[src/rtl/detector_share_arb_if.sv]
// rtl/detector_share_arb_if.sv - requester, detector and result signals of the shared-detector arbiter
interface detector_share_arb_if #(
    parameter int N         = 4,
    parameter int FRAME_LEN = 8
);
    localparam int IDW = (N > 1) ? $clog2(N) : 1;
    localparam int HCW = $clog2(FRAME_LEN + 1);

    logic [N-1:0]   req;
    logic [N-1:0]   bit_in;
    logic [N-1:0]   gnt;
    logic           shift;
    logic           det_in;
    logic           det_rst;
    logic           det_out;
    logic           done;
    logic           hit;
    logic [IDW-1:0] hit_id;
    logic [HCW-1:0] hit_cnt;

    modport master (
        input  req, bit_in, det_out,
        output gnt, shift, det_in, det_rst, done, hit, hit_id, hit_cnt
    );

    modport slave (
        output req, bit_in, det_out,
        input  gnt, shift, det_in, det_rst, done, hit, hit_id, hit_cnt
    );
endinterface

[src/rtl/detector_share_arb.sv]
// rtl/detector_share_arb.sv - round-robin sharing of one serial sequence detector between N requesters
module detector_share_arb #(
    parameter int N         = 4,
    parameter int FRAME_LEN = 8,
    parameter int DET_LAT   = 2
) (
    input logic                  CLK,
    input logic                  RST,
    detector_share_arb_if.master bus
);
    localparam int IDW = (N > 1) ? $clog2(N) : 1;
    localparam int HCW = $clog2(FRAME_LEN + 1);
    localparam int TW  = $clog2(FRAME_LEN + DET_LAT + 1);
    localparam logic [TW-1:0]  SHIFT_LAST = TW'(FRAME_LEN - 1);
    localparam logic [TW-1:0]  DRAIN_LAST = TW'(FRAME_LEN + DET_LAT - 1);
    localparam logic [TW-1:0]  WIN_START  = TW'(DET_LAT);
    localparam logic [HCW-1:0] CNT_MAX    = HCW'(FRAME_LEN);

    typedef enum logic [2:0] {IDLE, CLEAR, SHIFT, DRAIN, REPORT} state_t;

    state_t         state, next_state;
    logic [IDW-1:0] ptr, gid, gid_nxt, pick;
    logic           pick_valid;
    logic [TW-1:0]  tcnt;
    logic           window, win_hit;
    logic           hit_acc, hit_acc_nxt;
    logic [HCW-1:0] cnt_acc, cnt_acc_nxt;
    logic [N-1:0]   gnt_nxt;
    logic           shift_nxt, det_rst_nxt, done_nxt;

    // First requesting index after the last winner, wrapping modulo N.
    always_comb begin
        pick_valid = 1'b0;
        pick       = ptr;
        for (int i = 1; i <= N; i++) begin
            if (!pick_valid && bus.req[(int'(ptr) + i) % N]) begin
                pick_valid = 1'b1;
                pick       = IDW'((int'(ptr) + i) % N);
            end
        end
    end

    always_ff @(posedge CLK or negedge RST) begin
        if (!RST) state <= IDLE;
        else      state <= next_state;
    end

    always_comb begin
        next_state = state;
        case (state)
            IDLE:    if (pick_valid)         next_state = CLEAR;
            CLEAR:                           next_state = SHIFT;
            SHIFT:   if (tcnt == SHIFT_LAST) next_state = DRAIN;
            DRAIN:   if (tcnt == DRAIN_LAST) next_state = REPORT;
            REPORT:                          next_state = IDLE;
            default:                         next_state = IDLE;
        endcase
    end

    // Window skips the first DET_LAT shift cycles so it lines up with the delayed bits.
    always_comb begin
        window      = ((state == SHIFT) && (tcnt >= WIN_START)) || (state == DRAIN);
        win_hit     = window && bus.det_out;
        hit_acc_nxt = hit_acc | win_hit;
        cnt_acc_nxt = (win_hit && (cnt_acc != CNT_MAX)) ? cnt_acc + HCW'(1) : cnt_acc;
        gid_nxt     = ((state == IDLE) && pick_valid) ? pick : gid;
        gnt_nxt     = '0;
        if ((next_state == CLEAR) || (next_state == SHIFT) || (next_state == DRAIN))
            gnt_nxt = {{(N-1){1'b0}}, 1'b1} << gid_nxt;
        shift_nxt   = (next_state == SHIFT);
        det_rst_nxt = !((next_state == SHIFT) || (next_state == DRAIN));
        done_nxt    = (next_state == REPORT);
        bus.det_in  = (state == SHIFT) ? bus.bit_in[gid] : 1'b0;
    end

    always_ff @(posedge CLK or negedge RST) begin
        if (!RST) begin
            bus.gnt     <= '0;
            bus.shift   <= 1'b0;
            bus.det_rst <= 1'b1;
            bus.done    <= 1'b0;
            bus.hit     <= 1'b0;
            bus.hit_id  <= '0;
            bus.hit_cnt <= '0;
            ptr         <= IDW'(N - 1);
            gid         <= '0;
            tcnt        <= '0;
            hit_acc     <= 1'b0;
            cnt_acc     <= '0;
        end else begin
            bus.gnt     <= gnt_nxt;
            bus.shift   <= shift_nxt;
            bus.det_rst <= det_rst_nxt;
            bus.done    <= done_nxt;
            gid         <= gid_nxt;
            if (state == CLEAR) begin
                tcnt    <= '0;
                hit_acc <= 1'b0;
                cnt_acc <= '0;
            end else if ((state == SHIFT) || (state == DRAIN)) begin
                tcnt    <= tcnt + TW'(1);
                hit_acc <= hit_acc_nxt;
                cnt_acc <= cnt_acc_nxt;
            end
            // Results include the final DRAIN sample, so load from the next-values.
            if (next_state == REPORT) begin
                bus.hit     <= hit_acc_nxt;
                bus.hit_cnt <= cnt_acc_nxt;
                bus.hit_id  <= gid;
            end
            if (state == REPORT) ptr <= gid;
        end
    end
endmodule
[src/flat_wrapper.sv]
// flat-port wrapper written by rule: the top's interface ports become plain ports
module detector_share_arb_flat 
#(
    parameter int N         = 4,
    parameter int FRAME_LEN = 8,
    parameter int DET_LAT   = 2
)
  (CLK, RST, bus_req, bus_bit_in, bus_det_out, bus_gnt, bus_shift, bus_det_in, bus_det_rst, bus_done, bus_hit, bus_hit_id, bus_hit_cnt);
  detector_share_arb_if #(.N(N), .FRAME_LEN(FRAME_LEN)) bus_i ();
  input logic CLK;
  input logic RST;
  input wire logic [$bits(bus_i.req)-1:0] bus_req;
  input wire logic [$bits(bus_i.bit_in)-1:0] bus_bit_in;
  input wire logic [$bits(bus_i.det_out)-1:0] bus_det_out;
  output wire logic [$bits(bus_i.gnt)-1:0] bus_gnt;
  output wire logic [$bits(bus_i.shift)-1:0] bus_shift;
  output wire logic [$bits(bus_i.det_in)-1:0] bus_det_in;
  output wire logic [$bits(bus_i.det_rst)-1:0] bus_det_rst;
  output wire logic [$bits(bus_i.done)-1:0] bus_done;
  output wire logic [$bits(bus_i.hit)-1:0] bus_hit;
  output wire logic [$bits(bus_i.hit_id)-1:0] bus_hit_id;
  output wire logic [$bits(bus_i.hit_cnt)-1:0] bus_hit_cnt;
  assign bus_i.req = bus_req;
  assign bus_i.bit_in = bus_bit_in;
  assign bus_i.det_out = bus_det_out;
  assign bus_gnt = bus_i.gnt;
  assign bus_shift = bus_i.shift;
  assign bus_det_in = bus_i.det_in;
  assign bus_det_rst = bus_i.det_rst;
  assign bus_done = bus_i.done;
  assign bus_hit = bus_i.hit;
  assign bus_hit_id = bus_i.hit_id;
  assign bus_hit_cnt = bus_i.hit_cnt;
  detector_share_arb #(.N(N), .FRAME_LEN(FRAME_LEN), .DET_LAT(DET_LAT)) u_core (.CLK(CLK), .RST(RST), .bus(bus_i));
endmodule
[config.mk]
export PLATFORM = sky130hd
export DESIGN_NAME = detector_share_arb_flat
export DESIGN_NICKNAME = d
export VERILOG_FILES = /design/src/rtl/detector_share_arb_if.sv /design/src/rtl/detector_share_arb.sv /design/src/flat_wrapper.sv
export SDC_FILE = /design/constraint.sdc
export NUM_CORES = 1
export LEC_CHECK = 0
export CORE_UTILIZATION = 58
export CTS_BUF_LIST = sky130_fd_sc_hd__clkbuf_2 sky130_fd_sc_hd__clkbuf_4 sky130_fd_sc_hd__clkbuf_8
export DETAILED_ROUTE_END_ITERATION = 10
export PLACE_DENSITY_LB_ADDON = 0.25
export SYNTH_ARGS = -nofsm -noshare
export SYNTH_HDL_FRONTEND = slang
export SYNTH_SLANG_ARGS = --single-unit
[constraint.sdc]
create_clock -name CLK -period 4.81 [get_ports CLK]
set_clock_uncertainty 0.2 [all_clocks]
set_input_delay 0.962 -clock CLK [delete_from_list [all_inputs] [get_ports CLK]]
set_output_delay 0.962 -clock CLK [all_outputs]
set_load 0.03 [all_outputs]
==> results.cfg <==
[synthesis]
syn-cell-area_um2 = 1480
part_of_the_yosys_area_used_for_sequential_elements_pct = 50.9
syn_nets = 138
yosysUniqueCellTypes = 40
synthCells = 122
syn_avg_cell_area_um2 = 12.1
ys_warn_count = 0
yosys_register_bits = 30

[setup_path]
regToRegEndpoint = u_core.bus.hit_cnt[1]$_DFFE_PN0P_
critical_path.endpoint_type = output pin
crit_arrival_ns = 2.55
r2r_slack_ns = 2.35
path_max_fanout = 1
crit_top_cell = clkdlybuf4s50_1
critical_path.max_stage_delay_ns = 0.60
critical_path_buf_inv_count = 2
rr_startpoint = u_core.tcnt[1]$_DFFE_PN0P_
start_kind = input pin
number_of_cells_on_the_worst_reg_to_reg_path = 5
critPathRequiredTime_ns = 3.65
worst_setup_path_startpoint = bus_bit_in[3]
critical-path-slowest-cell = clkdlybuf4s50_1
crit_path_cell_trace = clkdlybuf4s50_1 > mux4_2 > nor3b_1 > clkdlybuf4s50_1
crit_family = buffers and inverters
worst-path-stages = 4
critPathCapture = bus_det_in
crit_type = in -> out

[clock_network]
clkSlewWorstSetupHoldPaths_ns = 0.10
cts_root_buffer = clkbuf_4
cts_inserted_buffers = 5
cts.sinks = 30
cts_repair_resize_count = 0
cts_hold_repair.buffers = 0
clock_latency_on_the_worst_skew_pair_ns = 0.34
cts_setup_buffers = 0
ctsLongestPathBuffers = 2
htreeDepth = 2
cts_tree = built

[grt]
groute.usage.overall_pct = 28.5
grt_antenna_before_repair = 0
number_of_global_route_vias_before_repair = 1143
global_route_wire_length_before_repair_mm = 5.38
overflow = 0
grt_start_max_net_pins = 31

[cells_and_area]
finish.instance_area_um2 = 1830
layout-area-overhead-vs-synth_pct = 23.6
fillCellCount = 154
layout.cells.most_common_list = 27 x dfrtp_1, 25 x clkdlybuf4s50_1, 9 x inv_1
antenna_cells_inserted = 0
layout.cells.most_common = dfrtp_1
final_net_count = 167
drive_above_1_share_pct = 19.7

[sta]
final_period_minus_worst_setup_slack_ns = 3.71
grt_setup_unrepaired = false
tightestPinTransition_ns = 0.693
worst_slew_margin_rel_pct = 53.7
f_max_ghz = 0.269
report.final.setup_viol = 0
timing.final.hold_violations = 0
final.setup.tns_ns = 0
drv_slew = 0
period_share_pct = 77.2

[route]
route.detailed.wl_per_inst_um = 17.3
drt-vias-per-instance = 5.99
postRouteWirelength_mm = 3.11
drt_drc_violations_left = 0
drt_iter0_drc = 27
total_number_of_vias = 1078
drt_first_pass_iters = 4
ant_nets = 0

[floorplan]
floorplan.die_area_um2 = 2760
fp.coreArea_um2 = 2320
die_x_um = 52.5
boundaryPins = 26
fp.dieH_um = 52.5
effective_utilization_at_floorplan_pct = 63.9
fp-row-count = 17

[power_and_ir_drop]
vdd_drop_max_uv = 453
leakage_nw = 0.828
power.density_nw_per_um2 = 666

[placed_design]
port_buffers = 25
place_area_um2 = 1750
routabilityCongestion = 0.785
dp_hpwl_mm = 2.21

[job]
max_capacitance_violation_total = 0

[outcome]
status = finished clean

[hold_path]
min_path_type = reg -> reg
-- sequential cells by signal, summed over array words and instances, names as in the netlist --
name and flops:
u_core.bus.hit 1, u_core.gid 2, u_core.bus.done 1, u_core.cnt_acc 4, u_core.hit_acc 1, u_core.bus.hit_id 2
u_core.tcnt 4, u_core.bus.shift 1, u_core.state 3, u_core.bus.gnt 4, u_core.bus.hit_cnt 4, u_core.bus.det_rst 1
u_core.ptr 2
-- through the flow --
step | instances | hold slack, ns | setup WS [ns] | power, mW | util (%)
after global placement | 172 | 0.288 | 1.10 | 0.978 | 75.4
final | 180 | 0.330 | 1.10 | 1.22 | 79.0
after global routing | 180 | 0.344 | 1.04 | 1.30 | 79.0
after floorplan | 122 | 0.284 | 1.74 | 0.824 | -
after CTS | 180 | 0.328 | 1.09 | 1.23 | 79.0
after detailed placement | 172 | 0.296 | 1.09 | 1.02 | 75.4
-- layout make-up --
type                    instances  area, um2  area share (%)
clock buffers                   6       45.0            2.46
multi-input cells              79        668            36.5
flip-flops and latches         30        754            41.2
clock inverters                 2       37.5            2.05
inverters                       9       33.8            1.84
repair buffers                 26        258            14.1
well taps                      28       35.0            1.91
-- synth_stat cells (all sizes together) --
cell     instances  area share, %
mux2i            2            1.4
clkbuf           1           0.25
o311a            1           0.68
mux4             1            1.5
o21ai            5            1.7
o211a            1           0.68
o211ai           2            1.7
nand2            6            1.5
or4              2            1.3
a31oi            2            1.3
nand3b           1           0.51
o31ai            1           0.51
nor3b            5            2.5
a21o             2            1.0
o21bai           1           0.51
a22o             6            3.5
o221a            1           0.76
and3             1           0.42
and2             1           0.42
nor3             3            1.0
ha               5            4.2
dfrtp           27             46
inv              9            2.3
a21oi            3            1.0
o2111ai          1            1.0
mux2            10            8.1
and4b            1           0.68
a22oi            1           0.51
xnor2            3            1.8
nand2b           1           0.42
and3b            3            1.8
o32ai            1            1.1
nand3            1           0.34
buf              3            1.4
nor2             5            1.3
dfstp            3            5.3
-- cells by family (layout without fill, tap and decap cells) --
family	after synthesis	count (layout)	synth area share, %
compound gates	28	28	16.0
xor+xnor	3	3	1.77
fa+ha+maj	5	5	4.22
buf+inv	13	43	3.97
flops	30	30	50.9
mux	13	13	11.0
simple gates	30	30	12.2
-- power by group --
group          internal (mW)  total [mW]  switching [mW]
Clock                  0.115       0.206          0.0912
Combinational          0.265       0.550           0.284
Sequential             0.354       0.464           0.109
Total                  0.735        1.22           0.485
-- worst min path at each step --
stage	from	end	depth (start not counted)
global route	u_core.bus.hit_cnt[3]$_DFFE_PN0P_	u_core.bus.hit_cnt[3]$_DFFE_PN0P_	1
CTS	u_core.bus.hit_cnt[3]$_DFFE_PN0P_	u_core.bus.hit_cnt[3]$_DFFE_PN0P_	1
detailed placement	u_core.bus.hit_cnt[3]$_DFFE_PN0P_	u_core.bus.hit_cnt[3]$_DFFE_PN0P_	1
floorplan	u_core.hit_acc$_DFFE_PN0P_	u_core.bus.hit$_DFFE_PN0P_	2
finish	u_core.bus.hit_id[0]$_DFFE_PN0P_	u_core.bus.hit_id[0]$_DFFE_PN0P_	1
global placement	u_core.bus.hit_id[1]$_DFFE_PN0P_	u_core.bus.hit_id[1]$_DFFE_PN0P_	1
-- per-layer routing --
metal	share of wire (%)	wire length, um	GRT usage, %
met1	41	1290	35.0
met3	5.2	163	9.28
met2	51	1590	45.1
met5	0	0	0
met4	2.3	70	13.6
Note: power is estimated with default switching activity, not from simulation.
